$ cat config.mk
export PLATFORM = sky130hd
export DESIGN_NAME = regfile_wb_arbiter
export DESIGN_NICKNAME = d
export VERILOG_FILES = /design/src/rtl/regfile_pkg.sv /design/src/rtl/rr_arbiter.sv /design/src/rtl/regfile_wb_arbiter.sv
export SDC_FILE = /design/constraint.sdc
export NUM_CORES = 1
export LEC_CHECK = 0
export CAP_MARGIN = 0
export CORE_ASPECT_RATIO = 0.9
export CORE_UTILIZATION = 35
export DETAILED_ROUTE_END_ITERATION = 6
export GPL_TIMING_DRIVEN = 0
export HOLD_SLACK_MARGIN = 0.02
export PLACE_DENSITY = 0.95
export SETUP_SLACK_MARGIN = 0.3
export SYNTH_ARGS = -nofsm -noshare
export SYNTH_HDL_FRONTEND = slang
export SYNTH_SLANG_ARGS = --single-unit
$ cat constraint.sdc
create_clock -name clk_in -period 5.3 [get_ports clk_in]
set_input_delay 1.325 -clock clk_in [delete_from_list [all_inputs] [get_ports clk_in]]
set_output_delay 1.325 -clock clk_in [all_outputs]
set_load 0.1 [all_outputs]
$ cat src/rtl/regfile_pkg.sv
// Shared register-file constants and typedefs.
// Used by the write-back controller and by anything that talks to the 32x32 integer file.
package regfile_pkg;

  localparam int XLEN       = 32;
  localparam int REG_ADDR_W = 5;
  localparam int NUM_REGS   = 32;

  typedef logic [REG_ADDR_W-1:0] reg_addr_t;
  typedef logic [XLEN-1:0]       xlen_t;

  // Number of bits needed to index n items (at least one bit).
  function automatic int idx_width(input int n);
    return (n > 1) ? $clog2(n) : 1;
  endfunction

endpackage

$ cat src/rtl/rr_arbiter.sv
// Round-robin arbiter with a one-hot combinational grant.
// The search starts at rr_ptr; rr_ptr moves past the winner when advance_in is set.
module rr_arbiter
  import regfile_pkg::*;
#(
  parameter int N = 3
) (
  input  logic         clk_in,
  input  logic         rst_n_in,
  input  logic [N-1:0] req_in,
  input  logic         advance_in,
  output logic [N-1:0] grant_out
);

  localparam int PTR_W = idx_width(N);

  logic [PTR_W-1:0] rr_ptr_q;
  logic [PTR_W-1:0] rr_ptr_d;
  logic [PTR_W-1:0] gnt_idx_s;
  logic             gnt_found_s;
  logic [PTR_W:0]   idx_s;

  // Pick the first requester at or after rr_ptr, wrapping modulo N.
  always_comb begin
    grant_out   = '0;
    gnt_idx_s   = '0;
    gnt_found_s = 1'b0;
    idx_s       = '0;
    for (int k = 0; k < N; k++) begin
      idx_s = {1'b0, rr_ptr_q} + (PTR_W+1)'(k);
      if (idx_s >= (PTR_W+1)'(N)) begin
        idx_s = idx_s - (PTR_W+1)'(N);
      end else begin
        idx_s = idx_s;
      end
      if (!gnt_found_s && req_in[idx_s[PTR_W-1:0]]) begin
        grant_out[idx_s[PTR_W-1:0]] = 1'b1;
        gnt_idx_s                   = idx_s[PTR_W-1:0];
        gnt_found_s                 = 1'b1;
      end else begin
        gnt_found_s = gnt_found_s;
      end
    end
  end

  // Pointer moves to the requester after the winner.
  always_comb begin
    if (advance_in && gnt_found_s) begin
      if (gnt_idx_s == PTR_W'(N-1)) begin
        rr_ptr_d = '0;
      end else begin
        rr_ptr_d = gnt_idx_s + PTR_W'(1);
      end
    end else begin
      rr_ptr_d = rr_ptr_q;
    end
  end

  // Round-robin pointer register.
  always_ff @(posedge clk_in or negedge rst_n_in) begin
    if (!rst_n_in) begin
      rr_ptr_q <= '0;
    end else begin
      rr_ptr_q <= rr_ptr_d;
    end
  end

endmodule

$ cat src/rtl/regfile_wb_arbiter.sv
// Register-file write-back controller: round-robin write-port sharing, registered
// write port and, when RF_SCOREBOARD_EN is defined, a per-register pending-write scoreboard.
module regfile_wb_arbiter
  import regfile_pkg::*;
#(
  parameter int NUM_SRC = 3,
  parameter int DATA_W  = XLEN,
  parameter int ADDR_W  = REG_ADDR_W
) (
  input  logic                      clk_in,
  input  logic                      rst_n_in,
  input  logic [NUM_SRC-1:0]        src_valid_in,
  output logic [NUM_SRC-1:0]        src_ready_out,
  input  logic [NUM_SRC*ADDR_W-1:0] src_addr_in,
  input  logic [NUM_SRC*DATA_W-1:0] src_data_in,
  input  logic                      issue_valid_in,
  input  logic [ADDR_W-1:0]         issue_addr_in,
  output logic                      wr_en_out,
  output logic [ADDR_W-1:0]         rd_addr_out,
  output logic [DATA_W-1:0]         rd_out,
  output logic [2**ADDR_W-1:0]      busy_out
);

  localparam int NUM_R = 2**ADDR_W;

  logic [NUM_SRC-1:0] req_s;
  logic [NUM_SRC-1:0] grant_s;
  logic               grant_any_s;
  logic [ADDR_W-1:0]  sel_addr_s;
  logic [DATA_W-1:0]  sel_data_s;

  logic               wr_en_d;
  logic               wr_en_q;
  logic [ADDR_W-1:0]  rd_addr_d;
  logic [ADDR_W-1:0]  rd_addr_q;
  logic [DATA_W-1:0]  rd_data_d;
  logic [DATA_W-1:0]  rd_data_q;

  // No grant may be issued while reset is asserted.
  assign req_s = src_valid_in & {NUM_SRC{rst_n_in}};

  rr_arbiter #(
    .N (NUM_SRC)
  ) u_arb (
    .clk_in     (clk_in),
    .rst_n_in   (rst_n_in),
    .req_in     (req_s),
    .advance_in (grant_any_s),
    .grant_out  (grant_s)
  );

  assign grant_any_s   = |grant_s;
  assign src_ready_out = grant_s;

  // AND-OR mux of the granted requester; the grant is one-hot or zero.
  always_comb begin
    sel_addr_s = '0;
    sel_data_s = '0;
    for (int i = 0; i < NUM_SRC; i++) begin
      sel_addr_s = sel_addr_s | (src_addr_in[i*ADDR_W +: ADDR_W] & {ADDR_W{grant_s[i]}});
      sel_data_s = sel_data_s | (src_data_in[i*DATA_W +: DATA_W] & {DATA_W{grant_s[i]}});
    end
  end

  // Writes to x0 are accepted but dropped; idle port is forced to address 0 / data 0.
  always_comb begin
    wr_en_d = grant_any_s && (sel_addr_s != '0);
    if (wr_en_d) begin
      rd_addr_d = sel_addr_s;
      rd_data_d = sel_data_s;
    end else begin
      rd_addr_d = '0;
      rd_data_d = '0;
    end
  end

  // Registered write port.
  always_ff @(posedge clk_in or negedge rst_n_in) begin
    if (!rst_n_in) begin
      wr_en_q   <= 1'b0;
      rd_addr_q <= '0;
      rd_data_q <= '0;
    end else begin
      wr_en_q   <= wr_en_d;
      rd_addr_q <= rd_addr_d;
      rd_data_q <= rd_data_d;
    end
  end

  assign wr_en_out   = wr_en_q;
  assign rd_addr_out = rd_addr_q;
  assign rd_out      = rd_data_q;

`ifdef RF_SCOREBOARD_EN
  logic [NUM_R-1:0] busy_d;
  logic [NUM_R-1:0] busy_q;

  // Clear on write, then set on issue so a newer producer wins.
  always_comb begin
    busy_d = busy_q;
    if (wr_en_d) begin
      busy_d[rd_addr_d] = 1'b0;
    end else begin
      busy_d = busy_d;
    end
    if (issue_valid_in && (issue_addr_in != '0)) begin
      busy_d[issue_addr_in] = 1'b1;
    end else begin
      busy_d = busy_d;
    end
    busy_d[0] = 1'b0;
  end

  // Pending-write scoreboard.
  always_ff @(posedge clk_in or negedge rst_n_in) begin
    if (!rst_n_in) begin
      busy_q <= '0;
    end else begin
      busy_q <= busy_d;
    end
  end

  assign busy_out = busy_q;
`else
  logic unused_issue_s;
  assign unused_issue_s = ^{issue_valid_in, issue_addr_in};
  assign busy_out       = '0;
`endif

endmodule

== Yosys cells after proc, flatten, opt, wreduce, memory -nomap -nowiden ==
Index checks and enable logic that the tools add are counted.
Cells by class
  add/subtract/negate cells: 6
  $lt $le $gt $ge: 9
  equal/unequal tests: 1
  muxes and demuxes: 27
  bitwise gates (word level): 13
  reduce and logical (&&, ||, !) cells: 11
Operators by type and width (count)
  $and 32x32->32: 3
  $or 32x32->32: 2
  $mux 32: 1
  $and 5x5->5: 3
  $mux 2: 7
  $or 5x5->5: 2
  $lt 2x3->1 const B: 3
  $mux 1: 9
  $mux 3: 3
  $logic_and 1x1->1: 7
  $bmux 1 s2: 3
  $demux 1 s2: 3
  $ge 2x1->1 const B: 3
  $ge 3x2->1 const B: 2
  $or 3x3->3: 2
  $sub 2x2->2 const B: 3
  $mux 5: 1
  $reduce_bool 5->1: 1
  $add 2x1->3 const B: 1
  $add 2x2->3 const B: 1
  $and 3x3->3: 1
  $reduce_or 3->1: 1
  $add 2x1->2 const B: 1
  $eq 2x2->1 const B: 1
  2 further kinds: 3
Word-level totals
  flip-flop bits (word level): 40
  input port bits: 122
  output and inout port bits: 73

== Longest topological paths before layout ==
  depth in word-level cells: 17
  mapped depth: 12
  mapped depth without buffers: 9

== Modules after synthesis ==
A second synthesis with hierarchy kept.
Unflattened totals
  cells, all modules: 231
  area total of the unflattened synthesis: 2504.9 sq um
By module, submodules not included
  regfile_wb_arbiter: instances 1, cells an instance 171, area an instance 2045.7 sq um
  rr_arbiter: instances 1, cells an instance 60, area an instance 459.2 sq um

== Worst setup path after synthesis ==
OpenSTA, ideal clock, no wires.
  path type: input port to output port
  start: input port rst_n_in
  end: output port src_ready_out[0]
  arrival time: 3.469 ns
  required time: 3.975 ns
  path slack: 0.506 ns
  cell stages on the path: 7
  path buffers: 3
  cells stage by stage: buf_2 inv_1 o32ai_2 a31oi_1 a22oi_1 clkbuf_1 clkbuf_1
On the way
  cells in the longest elaborated chain, start to end: 10
  elaborated cells on any way between the ends: 18
  classes of those cells: mux (11); bitwise (3); reduce/logical (4)
RTL lines
  from (decl): line regfile_wb_arbiter.sv:11  | input logic rst_n_in,
  $and 3x3->3 *: line regfile_wb_arbiter.sv:40  | assign req_s = src_valid_in & {NUM_SRC{rst_n_in}};
  $bmux 1 s2: line rr_arbiter.sv:36  | if (!gnt_found_s && req_in[idx_s[PTR_W-1:0]]) begin
  $mux 1 (not written as such): line rr_arbiter.sv:36
  $mux 1: line rr_arbiter.sv:36
  $logic_not 1->1: line rr_arbiter.sv:36
  $logic_and 1x1->1: line rr_arbiter.sv:36
  $mux 1: line rr_arbiter.sv:36
  $logic_not 1->1: line rr_arbiter.sv:36
  $logic_and 1x1->1: line rr_arbiter.sv:36
  $mux 3 *: line rr_arbiter.sv:36
  to (decl): line regfile_wb_arbiter.sv:13  | output logic [NUM_SRC-1:0] src_ready_out,
Every way passes the cells marked *; elsewhere a longest branch is shown, timed or not. The select of a mux whose other input is x is not followed.

== Worst setup path after layout ==
  start: input port src_valid_in[1]
  end: output port src_ready_out[1]
On the way
  cells in the longest elaborated chain, start to end: 10
  elaborated cells on any way between the ends: 18
  classes of those cells: mux (11); bitwise (3); reduce/logical (4)
RTL lines
  from (decl): line regfile_wb_arbiter.sv:12  | input logic [NUM_SRC-1:0] src_valid_in,
  $and 3x3->3 *: line regfile_wb_arbiter.sv:40
  $bmux 1 s2: line rr_arbiter.sv:36
  $mux 1 (not written as such): line rr_arbiter.sv:36
  $mux 1: line rr_arbiter.sv:36
  $logic_not 1->1: line rr_arbiter.sv:36
  $logic_and 1x1->1: line rr_arbiter.sv:36
  $mux 1: line rr_arbiter.sv:36
  $logic_not 1->1: line rr_arbiter.sv:36
  $logic_and 1x1->1: line rr_arbiter.sv:36
  $mux 3 *: line rr_arbiter.sv:36
Marks and branches as above.

==> flow_metrics.py <==
metrics = {
    "outcome": {
        "status": "finished, final reports clean",
    },
    "synth": {
        "synth_seq_cells": 40,
        "synthesis.area_um2": 2310,
        "syn_inst": 226,
        "synth.area.top_cells": "dfrtp_1 (43%), a222oi_1 (14%), buf_4 (12%)",
        "synth_seq_area_share_pct": 43.3,
        "synthArstFlopShare_pct": 100,
        "avgSynthCellArea_um2": 10.2,
        "yosys_warnings": 0,
        "ys_top_cells_by_count": "dfrtp_1 (40), buf_4 (36), a21oi_1 (35)",
        "ys_types": 34,
        "synth_top_area_share_pct": 43.3,
        "yosys.area.top_type": "dfrtp_1",
        "synth-edff-count": 0,
        "synth_most_common_cell": "dfrtp_1",
        "synthFlopType": "dfrtp_1",
    },
    "grt": {
        "overflow": 0,
        "grt_usage_pct": 23.6,
        "grt_max_degree": 41,
        "antenna_found_initial": 0,
        "grt_pass1_wl_mm": 12.4,
        "grt_pass1_vias": 2556,
    },
    "timing": {
        "slew_violations": 0,
        "worst_slew_pin_slew_ps": 1020,
        "tns_ps": 0,
        "final_hold_viol_count": 0,
        "fin_crit_sh_pct": 91.0,
        "setup_violations": 0,
        "fin_skew_ps": 9.67,
        "min_period_ps": 4820,
        "fmax_mhz": 207,
        "grt_setup_unrepaired": "yes",
        "relSlewSlack_pct": 31.8,
    },
    "final_layout": {
        "area_growth_pct": 84.1,
        "fill_cells": 477,
        "nets": 546,
        "stdcell_count": 508,
        "num_antenna_cells": 0,
        "drive_gt1_share_pct": 15.2,
        "design_area_um2": 4260,
    },
    "run": {
        "max_cap_viol_count": 0,
    },
    "placed_design": {
        "hpwl_mm": 6.65,
        "place_congestion": 0.894,
        "port_buffers": 155,
        "place_inst": 500,
        "placed_area_um2": 4100,
    },
    "worst_hold_path": {
        "hp-start": "u_arb.rr_ptr_q[1]",
        "hp-class": "reg -> reg",
    },
    "drt": {
        "antenna_left": 0,
        "via_count": 2654,
        "wl_per_cell_um": 16.7,
        "drt_wl_total_mm": 8.51,
        "drt-pass1-iter-count": 6,
        "vias_per_cell": 5.22,
        "drt-initial-drc-count": 161,
        "drc": 0,
    },
    "power": {
        "p_int_w": 0.00118,
        "power.clock.fraction_pct": 9.0,
        "swShare_pct": 58.9,
        "seqPwrFrac_pct": 15.8,
        "p_per_area_nw_per_um2": 672,
        "power.net_switching_w": 0.00168,
        "pwr-share-comb_pct": 75.1,
        "ir_drop_v": 0.000272,
        "power.leakage_nw": 1.87,
    },
    "cts": {
        "clock-sinks": 40,
        "cts_max_level": 2,
        "holdBufCountCts": 0,
        "post_cts_buffers": 0,
        "cts_tree": "done",
        "cts.path.max_buffers": 2,
        "path_clk_slew_ps": 90,
        "cts_root_buffer": "clkbuf_8",
        "clock_latency_ps": 290,
        "cts_buffers": 5,
    },
    "die": {
        "core-area_um2": 6250,
        "dieArea_um2": 6940,
        "start_util_pct": 37.0,
        "die_h_um": 79.1,
        "pin_count": 195,
        "rows": 27,
        "die_x_um": 87.7,
    },
    "setup_path": {
        "critical_path_arrival_ps": 3500,
        "startpoint": "src_valid_in[1]",
        "path_class": "in -> out",
        "critPathRequiredTime_ps": 3970,
        "start_kind": "input port",
        "r2r-start": "u_arb.rr_ptr_q[0]",
        "crit_path_end_kind": "output pin",
        "cp_max_fo": 10,
    },
}
-- critical path, stage by stage --
cell	delay, ps
clkdlybuf4s50_1	530
nor4bb_1	360
a31oi_1	100
o22ai_1	150
a32o_1	250
buf_2	260
clkbuf_4	260
buf_6	240
-- metrics by stage --
step / setup slack [ps] / hold WS (ps) / util [%] / total power, W
final: 478 / 606 / 68.1 / 0.00286
after global routing: 268 / 622 / 68.1 / 0.00301
after CTS: 273 / 596 / 67.5 / 0.00283
after detailed placement: -926 / 577 / 65.7 / 0.00258
after global placement: -2370 / 552 / 65.4 / 0.00253
after floorplan: 506 / 533 / - / 0.00204
-- logic make-up (layout without fill, tap and decap cells) --
logic type               count (synthesis)  count (layout)  synth area share, %
adder cells (fa/ha/maj)                  4               4                 2.16
buffers and inverters                   63             227                 16.4
AND/OR/NAND/NOR                         25              25                 6.66
multiplexers                             4               4                 1.79
other                                    1              32                0.162
AO/OA/AOI/OAI                           89              89                 29.5
flip-flops                              40              40                 43.3
-- sequential cells by signal, summed over array words and instances, names as in the netlist --
register,flops
wr_en_out,1
u_arb.rr_ptr_q,2
rd_out,32
rd_addr_out,5
-- routing by layer --
layer	track usage (%)	wire [um]	vias up
met5	0	0	-
met4	6.72	110	0
met3	5.30	770	12
met2	44.5	4570	166
met1	26.4	3050	1272
li1	-	-	1204
-- layout make-up --
class / instances / area [um2] / area share (%)
buffer: 56 / 365 / 8.58
clock buffer: 5 / 68.8 / 1.62
clock inverter: 3 / 46.3 / 1.09
inverter: 7 / 26.3 / 0.617
multi-input combinational: 154 / 1070 / 25.1
sequential: 40 / 1000 / 23.5
tap: 87 / 109 / 2.56
timing repair buffer: 156 / 1570 / 36.9
-- worst paths after layout --
kind                                     endpoint  depth (start not counted)  slack, ps
worst max-delay path             src_ready_out[1]                          8        480
worst min-delay path            u_arb.rr_ptr_q[1]                          1        610
worst max register to register         rd_out[12]                         12       2010
worst min register to register  u_arb.rr_ptr_q[1]                          1        610
max in group asynchronous               rd_out[8]                          2       4070
min in group asynchronous          rd_addr_out[0]                          1        810
-- cell usage in the layout (no fill, tap or decap), types with 3 or more instances in the layout --
cell             synthesis  final
a221o_1                  4      4
mux2i_1                  3      3
ha_1                     4      4
a31oi_1                  3      3
nor2_1                   5      5
dfrtp_1                 40     40
nand2_1                  4      4
clkdlybuf4s50_1          0    151
clkbuf_8                 0      5
conb_1                   1     32
a21oi_1                 35     35
nor2b_1                  3      3
and2_1                   3      3
inv_1                    7      7
buf_2                    6      7
buf_6                    0      3
buf_4                   36     36
clkbuf_1                14     10
clkbuf_4                 0      3
a222oi_1                33     33
-- what timing repair did --
| action | 4_1_cts | 5_1_grt |
|---|---|---|
| gates resized for setup | 22 | 12 |
| gates cloned | 0 | 0 |
| hold endpoints to repair | 0 | 0 |
| endpoints found under the setup margin | 3 | 3 |
-- power by group through the flow --
stage | logic [W] | registers (W) | clock network, W
after floorplan | 0.000886 | 0.00116 | 0
after global placement | 0.00207 | 0.000453 | 0
after detailed placement | 0.00212 | 0.000459 | 0
after CTS | 0.00212 | 0.000452 | 0.000262
after global routing | 0.00227 | 0.000460 | 0.000283
final | 0.00215 | 0.000452 | 0.000259
Power figures use the tool's default switching activity.
